### src/rtl/satround_rr_arbiter_if.sv
// Handshake bundle between producers, the shared requantizer and the downstream consumer.
// slave is the arbiter's view; master is the surrounding environment's view.
interface satround_rr_arbiter_if #(
  parameter int unsigned N_REQ = 4,
  parameter int unsigned NB_XI = 20,
  parameter int unsigned NB_XO = 8
) ();
  localparam int unsigned NbId = $clog2(N_REQ);

  logic [N_REQ-1:0]       i_valid;
  logic [N_REQ*NB_XI-1:0] i_data;
  logic [N_REQ-1:0]       o_ready;
  logic                   o_valid;
  logic                   i_ready;
  logic [NB_XO-1:0]       o_data;
  logic [NbId-1:0]        o_id;
  logic                   o_sat;

  modport slave (
    input  i_valid, i_data, i_ready,
    output o_ready, o_valid, o_data, o_id, o_sat
  );

  modport master (
    output i_valid, i_data, i_ready,
    input  o_ready, o_valid, o_data, o_id, o_sat
  );
endinterface

### src/rtl/satround_rr_arbiter.sv
// Round-robin arbiter sharing one round-half-up / saturating requantizer between N_REQ
// producers, with a single registered output stage and a sticky saturation-event counter.
module satround_rr_arbiter #(
  parameter int unsigned N_REQ  = 4,
  parameter int unsigned NB_XI  = 20,
  parameter int unsigned NBF_XI = 12,
  parameter int unsigned NB_XO  = 8,
  parameter int unsigned NBF_XO = 6,
  parameter int unsigned NB_CNT = 16
) (
  input  logic                 i_clock,
  input  logic                 i_rst_n,
  satround_rr_arbiter_if.slave bus,
  input  logic                 i_clr_count,
  output logic [NB_CNT-1:0]    o_sat_count
);
  localparam int unsigned NbId  = $clog2(N_REQ);
  localparam int unsigned Shift = NBF_XI - NBF_XO;
  localparam int unsigned NbRnd = NB_XI + 1 - Shift;

  logic [NbId-1:0]   ptr_q, ptr_d;
  logic [NbId-1:0]   cand, win_idx;
  logic              win_found, slot_free, xfer;
  logic              valid_q, valid_d;
  logic [NB_XO-1:0]  data_q, data_d, rq_data;
  logic [NbId-1:0]   id_q, id_d;
  logic              sat_q, sat_d, rq_sat;
  logic [NB_CNT-1:0] cnt_q, cnt_d;
  logic [NB_XI-1:0]  sample;
  logic [NB_XI:0]    rnd_sum;
  logic [NbRnd-1:0]  rnd_val;

  // First valid requester at or after the priority pointer, wrapping.
  always_comb begin
    win_found = 1'b0;
    win_idx   = '0;
    cand      = '0;
    for (int unsigned i = 0; i < N_REQ; i++) begin
      cand = NbId'((32'(ptr_q) + i) % N_REQ);
      if (!win_found && bus.i_valid[cand]) begin
        win_found = 1'b1;
        win_idx   = cand;
      end
    end
  end

  always_comb begin
    sample = '0;
    for (int unsigned k = 0; k < N_REQ; k++) begin
      if (win_idx == NbId'(k)) sample = bus.i_data[k*NB_XI +: NB_XI];
    end
  end

  assign slot_free   = !valid_q || bus.i_ready;
  assign xfer        = win_found && slot_free;
  assign bus.o_ready = xfer ? (N_REQ'(1) << win_idx) : '0;

  // Round half up: add half an output LSB in one extra guard bit, then drop the fraction.
  if (Shift > 0) begin : g_rnd
    localparam logic [NB_XI:0] Half = (NB_XI + 1)'(1) << (Shift - 1);
    assign rnd_sum = {sample[NB_XI-1], sample} + Half;
  end else begin : g_nornd
    assign rnd_sum = {sample[NB_XI-1], sample};
  end
  assign rnd_val = NbRnd'(rnd_sum >> Shift);

  if (NbRnd > NB_XO) begin : g_sat
    logic [NbRnd-NB_XO:0] hi;
    assign hi      = rnd_val[NbRnd-1:NB_XO-1];
    assign rq_sat  = !((&hi) || !(|hi));
    assign rq_data = rq_sat ? {rnd_val[NbRnd-1], {(NB_XO-1){~rnd_val[NbRnd-1]}}}
                            : rnd_val[NB_XO-1:0];
  end else begin : g_nosat
    assign rq_sat  = 1'b0;
    assign rq_data = NB_XO'($signed(rnd_val));
  end

  always_comb begin
    valid_d = valid_q;
    data_d  = data_q;
    id_d    = id_q;
    sat_d   = sat_q;
    ptr_d   = ptr_q;
    cnt_d   = cnt_q;
    if (xfer) begin
      valid_d = 1'b1;
      data_d  = rq_data;
      id_d    = win_idx;
      sat_d   = rq_sat;
      ptr_d   = (win_idx == NbId'(N_REQ - 1)) ? '0 : win_idx + 1'b1;
    end else if (bus.i_ready) begin
      valid_d = 1'b0;
    end
    if (i_clr_count) begin
      cnt_d = '0;
    end else if (xfer && rq_sat && !(&cnt_q)) begin
      cnt_d = cnt_q + 1'b1;
    end
  end

  always_ff @(posedge i_clock or negedge i_rst_n) begin
    if (!i_rst_n) begin
      valid_q <= 1'b0;
      data_q  <= '0;
      id_q    <= '0;
      sat_q   <= 1'b0;
      ptr_q   <= '0;
      cnt_q   <= '0;
    end else begin
      valid_q <= valid_d;
      data_q  <= data_d;
      id_q    <= id_d;
      sat_q   <= sat_d;
      ptr_q   <= ptr_d;
      cnt_q   <= cnt_d;
    end
  end

  assign bus.o_valid = valid_q;
  assign bus.o_data  = data_q;
  assign bus.o_id    = id_q;
  assign bus.o_sat   = sat_q;
  assign o_sat_count = cnt_q;
endmodule
### src/flat_wrapper.sv
// flat-port wrapper written by rule: the top's interface ports become plain ports
module satround_rr_arbiter_flat 
#(
  parameter int unsigned N_REQ  = 4,
  parameter int unsigned NB_XI  = 20,
  parameter int unsigned NBF_XI = 12,
  parameter int unsigned NB_XO  = 8,
  parameter int unsigned NBF_XO = 6,
  parameter int unsigned NB_CNT = 16
)
  (i_clock, i_rst_n, i_clr_count, o_sat_count, bus_i_valid, bus_i_data, bus_i_ready, bus_o_ready, bus_o_valid, bus_o_data, bus_o_id, bus_o_sat);
  satround_rr_arbiter_if #(.N_REQ(N_REQ), .NB_XI(NB_XI), .NB_XO(NB_XO)) bus_i ();
  input  logic i_clock;
  input  logic i_rst_n;
  input  logic i_clr_count;
  output logic [NB_CNT-1:0] o_sat_count;
  input wire logic [$bits(bus_i.i_valid)-1:0] bus_i_valid;
  input wire logic [$bits(bus_i.i_data)-1:0] bus_i_data;
  input wire logic [$bits(bus_i.i_ready)-1:0] bus_i_ready;
  output wire logic [$bits(bus_i.o_ready)-1:0] bus_o_ready;
  output wire logic [$bits(bus_i.o_valid)-1:0] bus_o_valid;
  output wire logic [$bits(bus_i.o_data)-1:0] bus_o_data;
  output wire logic [$bits(bus_i.o_id)-1:0] bus_o_id;
  output wire logic [$bits(bus_i.o_sat)-1:0] bus_o_sat;
  assign bus_i.i_valid = bus_i_valid;
  assign bus_i.i_data = bus_i_data;
  assign bus_i.i_ready = bus_i_ready;
  assign bus_o_ready = bus_i.o_ready;
  assign bus_o_valid = bus_i.o_valid;
  assign bus_o_data = bus_i.o_data;
  assign bus_o_id = bus_i.o_id;
  assign bus_o_sat = bus_i.o_sat;
  satround_rr_arbiter #(.N_REQ(N_REQ), .NB_XI(NB_XI), .NBF_XI(NBF_XI), .NB_XO(NB_XO), .NBF_XO(NBF_XO), .NB_CNT(NB_CNT)) u_core (.i_clock(i_clock), .i_rst_n(i_rst_n), .bus(bus_i), .i_clr_count(i_clr_count), .o_sat_count(o_sat_count));
endmodule
### config.mk
export PLATFORM = sky130hd
export DESIGN_NAME = satround_rr_arbiter_flat
export DESIGN_NICKNAME = d
export VERILOG_FILES = /design/src/rtl/satround_rr_arbiter_if.sv /design/src/rtl/satround_rr_arbiter.sv /design/src/flat_wrapper.sv
export SDC_FILE = /design/constraint.sdc
export NUM_CORES = 1
export LEC_CHECK = 0
export ABC_CLOCK_PERIOD_IN_PS = 5550
export BUFFER_PORTS_ARGS = -buffer_cell sky130_fd_sc_hd__buf_2
export CAP_MARGIN = 20
export CORE_MARGIN = 5
export CORE_UTILIZATION = 35
export CTS_CLUSTER_SIZE = 16
export DETAILED_ROUTE_END_ITERATION = 10
export PLACE_DENSITY = 0.69
export SLEW_MARGIN = 10
export SYNTH_ARGS = -nofsm -noshare
export SYNTH_HDL_FRONTEND = slang
export SYNTH_SLANG_ARGS = --single-unit
### constraint.sdc
create_clock -name i_clock -period 5.55 [get_ports i_clock]
set_input_delay 0.8325 -clock i_clock [delete_from_list [all_inputs] [get_ports i_clock]]
set_output_delay 0.8325 -clock i_clock [all_outputs]
set_load 0.01 [all_outputs]
==> results of run 1 <==
## per-stage QoR
| stage | TNS [ps] | instance area (um^2) | hold WS [ps] | utilization [%] | instances |
|---|---|---|---|---|---|
| 3_5_place_dp | 0 | 3030 | 461 | 44.4 | 489 |
| 2_1_floorplan | 0 | 2460 | 512 | - | 302 |
| 5_1_grt | -25.1 | 3180 | 514 | 46.6 | 497 |
| 6_report | 0 | 3180 | 477 | 46.6 | 497 |
| 4_1_cts | 0 | 3180 | 477 | 46.5 | 497 |
| 3_3_place_gp | 0 | 3030 | 457 | 44.4 | 489 |
## what timing repair did
| item | CTS | global route |
|---|---|---|
| buffers inserted | 0 | 0 |
| resized for setup | 0 | 1 |
| setup endpoints to repair | 0 | 1 |
## path summary, 6_finish.rpt
check                                        end  depth (start not counted)
hold / removal              u_core.bus.o_data[7]                          1
setup reg to reg           u_core.o_sat_count[7]                         19
min in group asynchronous  u_core.o_sat_count[6]                          1
hold reg to reg             u_core.bus.o_data[7]                          1
max in group asynchronous  u_core.o_sat_count[9]                          1
setup / recovery           u_core.o_sat_count[7]                         22
## cell usage after synthesis, types with 5 or more instances
cell type	number
nor2_1	31
inv_1	9
nand3_1	10
nand2_1	30
and3_1	12
ha_1	6
or3_1	9
o21ai_0	8
nor2b_1	6
a21oi_1	23
o22ai_1	11
dfrtp_1	30
o21ai_1	7
a221oi_1	8
buf_6	6
nor3_1	5
and2_1	5
clkbuf_1	6
## power groups by stage
| stage | Clock, mW | Sequential [mW] | Combinational [mW] |
|---|---|---|---|
| 2_1_floorplan | 0 | 0.309 | 0.553 |
| 3_3_place_gp | 0 | 0.295 | 0.751 |
| 3_5_place_dp | 0 | 0.295 | 0.763 |
| 4_1_cts | 0.281 | 0.292 | 0.766 |
| 5_1_grt | 0.289 | 0.299 | 0.860 |
| 6_report | 0.275 | 0.292 | 0.773 |
## cell type report
class	count	share of cell area [%]
multi-input cells	246	49.4
well taps	96	3.77
inverters	9	1.06
repair buffers	108	17.7
flip-flops and latches	30	23.6
clock inverters	2	1.89
clock buffers	6	2.59
## cells by family (layout without fill, tap and decap cells)
group           after synthesis  in the layout
simple gates                133            133
compound gates               95             95
flops                        30             30
buf+inv                      26            125
xor+xnor                      8              8
fa+ha+maj                     6              6
mux                           4              4
## placed cells by master, fill, tap and decap left out, types with 5 or more instances in the layout
cell / n
buf_4: 9
nor2_1: 31
buf_2: 99
o21ai_1: 7
and3_1: 12
inv_1: 9
nor3_1: 5
o21ai_0: 8
dfrtp_1: 30
clkbuf_8: 6
o22ai_1: 11
and2_1: 5
nand2_1: 30
a221oi_1: 8
ha_1: 6
or3_1: 9
a21oi_1: 23
nor2b_1: 6
nand3_1: 10
## state kept, by name, indices dropped and copies added (netlist names)
register	count
u_core.bus.o_data	8
u_core.bus.o_valid	1
u_core.bus.o_id	2
u_core.bus.o_sat	1
u_core.o_sat_count	16
u_core.ptr_q	2
## layer usage
layer | GRT usage [%] | vias up
met3 | 2.64 | 8
li1 | - | 1333
met4 | 3.13 | 0
met5 | 0 | -
met2 | 28.2 | 53
met1 | 20.7 | 1270
==> flow_summary_export.csv, run 1 <==
group,metric,value,unit
run_status,status,"finished, final reports clean",
setup_path,arrival,5370,ps
sta,slew_headroom,54.9,%
setup_path,cp-start-kind,"primary input",
finish,final_nets,494,
die,fp-row-count,30,
clock_tree,htree_num_levels,2,
setup_path,crit_fanout,20,
yosys,synth-simple-area-share,29.1,%
sta,layout_min_cycle_time,5160,ps
pwr,peakVddDrop,0.199,mV
sta,min_period_over_period,93.0,%
yosys,synthTopCellsByArea,"dfrtp_1, nor2_1, a21oi_1, nand2_1, and3_1",
yosys,synthAdderAreaFrac,3.05,%
setup_path,worstSetupPathType,"primary input to register",
setup_path,crit_path_start,"bus_i_valid[0]",
yosys,yosysWarnings,0,
yosys,yosys_register_bits,30,
yosys,syn_area_per_cell,8.16,um^2
finish,diodes,0,
detailed_routing,detail-route-antenna-nets,0,
yosys,yosysUniqueCellTypes,56,
setup_path,cp_top_family,"simple AND/OR/NAND/NOR gates",
sta,hold_viol,0,
clock_tree,tritoncts,"yes",
clock_tree,clk_latency,280,ps
sta,maxSlewViolCount,0,
global_routing,antenna_found_initial,0,
detailed_routing,top_layer,"met4",
detailed_routing,wl_per_cell,14.4,um
die,die-area,0.00882,mm^2
finish,seq_area,751,um^2
die,io_pins,120,
placed_design,io_buffers,99,
sta,worst_slack,387,ps
yosys,synth_top_family_by_area,"simple AND/OR/NAND/NOR gates",
yosys,syn_area,0.00246,mm^2
yosys,synthFlopType,"dfrtp_1",
setup_path,crit_required,5750,ps
yosys,ys_seq_area_share,30.5,%
detailed_routing,post-route-drc-count,0,
yosys,synth_top_area_cell,"dfrtp_1",
pwr,combPwrFrac,57.7,%
detailed_routing,drt_iter0_drc,103,
worst_hold_path,hp-start,"u_core.bus.o_data[7]",
placed_design,dp_hpwl,5650,um
pwr,total_power,1.34,mW
placed_design,gp_congestion,0.845,
yosys,syn_nets,396,
clock_tree,cts.sinks,30,
sta,setup_viol,0,
die,initial_core_util,36.1,%
sta,tightest_slew,676,ps
clock_tree,postCtsHoldBufs,0,
detailed_routing,vias,2664,
setup_path,slowest_delay,530,ps
die,die_w,93.9,um
setup_path,cp-end-kind,"register",
finish,nFillCells,692,
yosys,synth-edff-count,0,
pwr,power_density,421,mW/mm^2
finish,syn2layout_area_growth,29.2,%
die,die_h,93.9,um
pwr,power.internal,767,uW
placed_design,pre_cts_ws,130,ps
global_routing,grt_max_degree,31,
yosys,async_flop_share,100,%
pwr,swShare,42.8,%
yosys,synth-compound-area-share,26.9,%
pwr,clkPwrFrac,20.5,%
yosys,synthXorXnorAreaFrac,2.84,%
yosys,yosys-mux-area-fraction,1.68,%
detailed_routing,avgViaCountPerCell,5.36,
yosys,syn_inst,302,
pwr,netSwitchingPower,574,uW
setup_path,rr_startpoint,"u_core.ptr_q[1]",
clock_tree,cts-buffers-inserted,5,
global_routing,grt_pass1_wl,11700,um
sta,max_freq,0.194,GHz
finish,multiInputGateArea,0.00157,mm^2
detailed_routing,met2WireLength,3700,um
setup_path,crit_chain,"buf_2 -> inv_1 -> nor2_1 -> a21oi_1 -> nor2_1 -> a221oi_1 -> and2_1 -> inv_1 -> ha_1 -> nand2b_1 -> o22ai_1 -> nor2_1 -> ha_1 -> inv_1 -> or4b_1 -> nand4b_4 -> and3_1 -> a22oi_1 -> a211oi_4 -> or3_4 -> or4_1 -> a21oi_1",
global_routing,grt_overflow,0,
pwr,p_leak,1.47,nW
finish,layout-drive-gt1-share,31.9,%
clock_tree,cts_root_buf,"clkbuf_8",
clock_tree,clock_path_buffers,2,
setup_path,critPathBufInv,4,
sta,skew,6.11,ps
die,core_area,0.00683,mm^2
setup_path,r2r_setup_slack,680,ps
global_routing,grt_usage,16.1,%
global_routing,grt_pass1_vias,2588,
clock_tree,clk_pin_slew,70,ps
detailed_routing,wl,7180,um
worst_hold_path,hold_path_class,"register to register",
pwr,p_seq_share,21.8,%
detailed_routing,wl_met1,3130,um
setup_path,crit_slowest_cell,"or4b_1",
detailed_routing,dr.pass1.iters,4,
job,maxCapViolCount,0,
detailed_routing,met3_length,285,um
yosys,synth.top_cell.area_share,30.5,%
(Power assumes the default switching activity.)
==> inputs of run 2 (changes only) <==
--- a/config.mk
+++ b/config.mk
@@ -5,6 +5,7 @@
 export SDC_FILE = /design/constraint.sdc
 export NUM_CORES = 1
 export LEC_CHECK = 0
+export ABC_AREA = 1
 export ABC_CLOCK_PERIOD_IN_PS = 5550
 export BUFFER_PORTS_ARGS = -buffer_cell sky130_fd_sc_hd__buf_2
 export CAP_MARGIN = 20
@@ -12,7 +13,7 @@
 export CORE_UTILIZATION = 35
 export CTS_CLUSTER_SIZE = 16
 export DETAILED_ROUTE_END_ITERATION = 10
-export PLACE_DENSITY = 0.69
+export PLACE_DENSITY = 0.65
 export SLEW_MARGIN = 10
 export SYNTH_ARGS = -nofsm -noshare
 export SYNTH_HDL_FRONTEND = slang
==> flow_summary_export.csv, run 2 <==
group,metric,value,unit
yosys,synth_most_common_cell,"nand2_1",
worst_hold_path,whs_path_depth,2,
yosys,syn_inst,526,
finish,finalInstanceArea,0.00387,mm^2
detailed_routing,wl_per_cell,12.1,um
sta,rsz0062_at_grt,"no",
global_routing,grt_overflow,0,
detailed_routing,detail-route-antenna-nets,0,
yosys,async_flop_share,100,%
worst_hold_path,hp-start,"u_core.bus.o_data[4]",
yosys,synth.top_cell.area_share,22.9,%
die,initial_core_util,35.6,%
yosys,syn_nets,620,
detailed_routing,post-route-drc-count,0,
setup_path,arrival,4880,ps
clock_tree,cts-buffers-inserted,5,
finish,final_nets,707,
yosys,ys_seq_area_share,22.9,%
clock_tree,postCtsHoldBufs,0,
sta,maxSlewViolCount,0,
placed_design,placed_area,0.00376,mm^2
yosys,synth-edff-count,0,
setup_path,r2r-end,"u_core.o_sat_count[10]",
placed_design,dpl.cell_count,717,
sta,hold_viol,0,
clock_tree,clk_pin_slew,70,ps
die,fp-row-count,35,
global_routing,grt_usage,15.8,%
clock_tree,clock_path_buffers,2,
sta,skew,5.98,ps
die,die_w,107,um
setup_path,crit_fanout,16,
setup_path,cp-end-kind,"register",
placed_design,io_buffers,99,
yosys,yosys_register_bits,30,
detailed_routing,top_layer,"met4",
finish,layout.cells.non_filler,725,
sta,tightest_slew,891,ps
job,maxCapViolCount,0,
detailed_routing,met2WireLength,4190,um
worst_hold_path,worstHoldEndpoint,"u_core.bus.o_data[4]",
yosys,syn_area_per_cell,6.22,um^2
global_routing,grt_max_degree,33,
setup_path,crit_required,5720,ps
global_routing,antenna_found_initial,0,
detailed_routing,wl,8740,um
sta,slew_headroom,40.5,%
setup_path,rr_startpoint,"u_core.ptr_q[0]",
detailed_routing,dr.pass1.iters,5,
die,core_area,0.00920,mm^2
clock_tree,clk_latency,280,ps
yosys,synth_commonest_cells,"nand2_1, inv_1, nand3_1",
finish,diodes,0,
die,die-area,0.0114,mm^2
detailed_routing,met3_length,345,um
yosys,synthFlopType,"dfrtp_1",
placed_design,dp_hpwl,6950,um
global_routing,grt_pass1_vias,3399,
clock_tree,cts_resized,0,
yosys,syn_area,0.00327,mm^2
sta,min_period_over_period,84.9,%
setup_path,r2r_setup_slack,880,ps
finish,syn2layout_area_growth,18.3,%
setup_path,cp-start-kind,"primary input",
placed_design,gp_congestion,0.870,
clock_tree,cts.sinks,30,
detailed_routing,vias,3537,
sta,max_freq,0.212,GHz
yosys,synth_top_area_cell,"dfrtp_1",
detailed_routing,avgViaCountPerCell,4.88,
finish,final_common_cell,"nand2_1",
detailed_routing,drt_iter0_drc,192,
yosys,synthTopCellsByArea,"dfrtp_1, nand2_1, nand3_1, inv_1, nor2_1",
detailed_routing,wl_met1,4090,um
setup_path,r2r_cells,24,
finish,largest_reg_flops,16,
die,die_h,107,um
run_status,status,"finished, final reports clean",
yosys,yosysUniqueCellTypes,40,
clock_tree,cts_root_buf,"clkbuf_8",
sta,setup_viol,0,
finish,layout_common_cells,"nand2_1, buf_2, inv_1",
sta,final.setup.tns,0,ps
finish,layout-drive-gt1-share,25.9,%
setup_path,worstSetupPathType,"primary input to register",
sta,layout_min_cycle_time,4710,ps
worst_hold_path,hold_path_class,"register to register",
clock_tree,post_cts_buffers,0,
global_routing,grt_pass1_wl,15200,um
clock_tree,tritoncts,"yes",
die,io_pins,120,
yosys,yosysWarnings,0,
clock_tree,htree_num_levels,2,
run 2: logic make-up (layout without fill, tap and decap cells):
kind of cell | count (synthesis) | in the layout | share of synthesized area, %
compound gates | 36 | 36 | 6.65
xor+xnor | 15 | 15 | 4.01
fa+ha+maj | 6 | 6 | 2.29
buf+inv | 92 | 180 | 13.2
flops | 30 | 30 | 22.9
mux | 3 | 3 | 0.917
simple gates | 344 | 344 | 50.0
run 2: routing by layer:
layer  track usage (%)  vias up
met1              20.6     1620
met4              4.11        0
met5                 0        -
met2              27.1       73
met3              2.71       11
li1                  -     1833
run 2: worst max path at each step:
| stage | cells past startpoint | slack, ps | from | end |
|---|---|---|---|---|
| floorplan | 26 | 1430 | bus_i_valid[0] | u_core.o_sat_count[0] |
| global placement | 28 | 670 | bus_i_valid[0] | u_core.o_sat_count[13] |
| detailed placement | 24 | 560 | bus_i_valid[0] | u_core.o_sat_count[10] |
| CTS | 25 | 870 | bus_i_valid[0] | u_core.o_sat_count[2] |
| global route | 27 | 340 | u_core.ptr_q[0] | u_core.o_sat_count[5] |
| finish | 24 | 840 | bus_i_valid[0] | u_core.o_sat_count[10] |
run 2: final cells by class:
type | count | area (um^2)
Clock buffer | 8 | 110
Fill cell | 1020 | 5320
Inverter | 71 | 272
Multi-Input combinational cell | 404 | 2090
Sequential cell | 30 | 751
Tap cell | 111 | 139
Timing Repair Buffer | 101 | 510
run 2: stage by stage:
stage / hold slack [ps] / utilization (%) / setup WS [ps]
3_5_place_dp: 464 / 40.9 / 564
6_report: 476 / 42.1 / 838
4_1_cts: 482 / 42.1 / 868
2_1_floorplan: 515 / - / 1430
5_1_grt: 514 / 42.1 / 341
3_3_place_gp: 461 / 40.9 / 671
run 2: worst max-delay path: stages:
cell and delay [ps]:
buf_2 100, or2_0 200, o21ai_0 120, nor2_1 70, nor2_1 140, nand3_1 130, o311ai_0 320, nand2_1 190
inv_1 110, ha_1 520, a21oi_1 150, a21oi_4 220, ha_1 250, nand3_1 90, nor2_1 330, nand4_1 200
nand2_1 100, nand2_1 60, nand2_1 80, nor2_2 50, nand2_4 110, nand4_4 260, nand3_1 150, nand2_1 80
Power of run 2 is left out: the tool's default activity adds up to more than one toggle a clock period on the data nets, which glitch-free logic cannot reach.
==> inputs of run 3 (changes only) <==
--- a/config.mk
+++ b/config.mk
@@ -6,14 +6,14 @@
 export NUM_CORES = 1
 export LEC_CHECK = 0
 export ABC_AREA = 1
-export ABC_CLOCK_PERIOD_IN_PS = 5550
+export ABC_CLOCK_PERIOD_IN_PS = 4050
 export BUFFER_PORTS_ARGS = -buffer_cell sky130_fd_sc_hd__buf_2
 export CAP_MARGIN = 20
 export CORE_MARGIN = 5
 export CORE_UTILIZATION = 35
 export CTS_CLUSTER_SIZE = 16
 export DETAILED_ROUTE_END_ITERATION = 10
-export PLACE_DENSITY = 0.65
+export PLACE_DENSITY = 0.67
 export SLEW_MARGIN = 10
 export SYNTH_ARGS = -nofsm -noshare
 export SYNTH_HDL_FRONTEND = slang
==> constraint.sdc (replaced) <==
create_clock -name i_clock -period 4.05 [get_ports i_clock]
set_input_delay 0.6075 -clock i_clock [delete_from_list [all_inputs] [get_ports i_clock]]
set_output_delay 0.6075 -clock i_clock [all_outputs]
set_load 0.01 [all_outputs]
==> flow_summary_export.csv, run 3 (synthesized netlist as in run 2, its figures left out) <==
group,metric,value,unit
setup_path,crit_path_frequent_cell,"nand2_1",
setup_path,r2r_setup_slack,140,ps
finish,final_common_cell,"nand2_1",
finish,layout-drive-gt1-share,40.4,%
detailed_routing,detail-route-antenna-nets,0,
detailed_routing,top_layer,"met4",
finish,nFillCells,916,
die,die_h,107,um
setup_path,cp-start-kind,"register",
placed_design,placed_area,0.00405,mm^2
die,die_w,107,um
setup_path,slowest_delay,480,ps
placed_design,gp_congestion,0.875,
clock_tree,cts_root_buf,"clkbuf_8",
sta,hold_slack,361,ps
setup_path,r2r_cells,29,
worst_hold_path,hold_path_class,"primary input to async pin",
setup_path,crit_path_start,"u_core.ptr_q[0]",
clock_tree,tritoncts,"yes",
detailed_routing,dr.pass1.iters,5,
sta,rsz0062_at_grt,"yes",
finish,syn2layout_area_growth,43.8,%
finish,diodes,0,
global_routing,grt_max_degree,33,
die,core_area,0.00920,mm^2
finish,finalInstanceArea,0.00471,mm^2
detailed_routing,wl,9950,um
setup_path,worstSetupPathType,"register to register",
sta,slew_headroom,37.9,%
job,maxCapViolCount,0,
detailed_routing,vias,3884,
setup_path,crit_slowest_cell,"dfrtp_2",
detailed_routing,wl_per_cell,12.7,um
sta,tightest_slew,930,ps
placed_design,dp_hpwl,7170,um
die,io_pins,120,
setup_path,r2r-end,"u_core.o_sat_count[1]",
finish,layout_common_cells,"nand2_1, buf_2, inv_1",
clock_tree,htree_num_levels,2,
global_routing,grt_overflow,0,
sta,hold_viol,0,
detailed_routing,post-route-drc-count,0,
global_routing,antenna_found_initial,0,
setup_path,arrival,4130,ps
detailed_routing,avgViaCountPerCell,4.94,
setup_path,crit_fanout,8,
clock_tree,clk_latency,280,ps
global_routing,grt_usage,15.7,%
detailed_routing,met3_length,443,um
clock_tree,clock_path_buffers,2,
global_routing,grt_pass1_wl,15300,um
sta,max_freq,0.256,GHz
die,initial_core_util,35.6,%
die,die-area,0.0114,mm^2
setup_path,crit_required,4270,ps
finish,largest_reg_flops,16,
placed_design,io_buffers,99,
detailed_routing,met2WireLength,5100,um
sta,maxSlewViolCount,0,
clock_tree,cts-buffers-inserted,5,
sta,worst_slack,144,ps
clock_tree,cts.sinks,30,
sta,skew,9.98,ps
global_routing,grt_pass1_vias,3577,
setup_path,cp-end-kind,"register",
finish,final_nets,768,
detailed_routing,wl_met1,4280,um
run_status,status,"finished, final reports clean",
setup_path,rr_startpoint,"u_core.ptr_q[0]",
clock_tree,clk_pin_slew,70,ps
sta,min_period_over_period,96.4,%
die,fp-row-count,35,
clock_tree,postCtsHoldBufs,0,
sta,setup_viol,0,
detailed_routing,drt_iter0_drc,220,
sta,layout_min_cycle_time,3910,ps
finish,fin_util,51.2,%
placed_design,pre_cts_ws,-206,ps
==> run 3: changes by cell type in the layout (fill, tap and decap cells not counted), sizes merged <==
cell    change
clkinv      +1
nor2        +1
nand2       +1
clkbuf      -1
buf        +58
nand4       +1
==> run 3: per-stage QoR <==
stage	setup TNS (ps)	std cells
6_report	0	786
5_1_grt	-1830	786
4_1_cts	0	762
3_3_place_gp	-1690	753
3_5_place_dp	-4280	753
2_1_floorplan	0	526
==> run 3: timing repair <==
item                                    CTS  global route
hold endpoints to repair                  0             0
cloned                                    1             5
gates resized for setup                   3            89
setup buffers                             0            19
pin swaps                                 2            46
endpoints found under the setup margin   23            24
==> run 3: cell type report <==
cell class	count	area [um^2]	area share (%)
Sequential cell	30	752	16.0
Tap cell	111	139	2.95
Timing Repair Buffer	159	1000	21.3
Multi-Input combinational cell	407	2440	51.9
Clock buffer	7	86.3	1.83
Inverter	71	282	5.98
Clock inverter	1	5.00	0.106
==> run 3: worst max-delay path by stage <==
| stage | end | slack (ps) | depth (start not counted) |
|---|---|---|---|
| after global placement | u_core.o_sat_count[13] | -90 | 25 |
| after CTS | u_core.o_sat_count[11] | 2 | 29 |
| after detailed placement | u_core.o_sat_count[15] | -210 | 26 |
| after global routing | u_core.o_sat_count[1] | -130 | 29 |
| after floorplan | u_core.o_sat_count[0] | 150 | 26 |
| final | u_core.o_sat_count[1] | 140 | 29 |
==> run 3: worst max-delay path: cells and delay by family (launching register included) <==
kind                     cells  cell delay, ps
AO/OA/AOI/OAI                2             280
adder cells (fa/ha/maj)      2             360
buffers and inverters        5             490
flip-flops                   1             480
AND/OR/NAND/NOR             20            2220
==> run 3: metal layers <==
| layer | GRT usage [%] | vias to the layer above |
|---|---|---|
| met3 | 3.13 | 13 |
| met1 | 18.8 | 1808 |
| li1 | - | 1974 |
| met4 | 2.28 | 0 |
| met2 | 29.3 | 89 |
| met5 | 0 | - |
Power of run 3 is left out for the same reason.
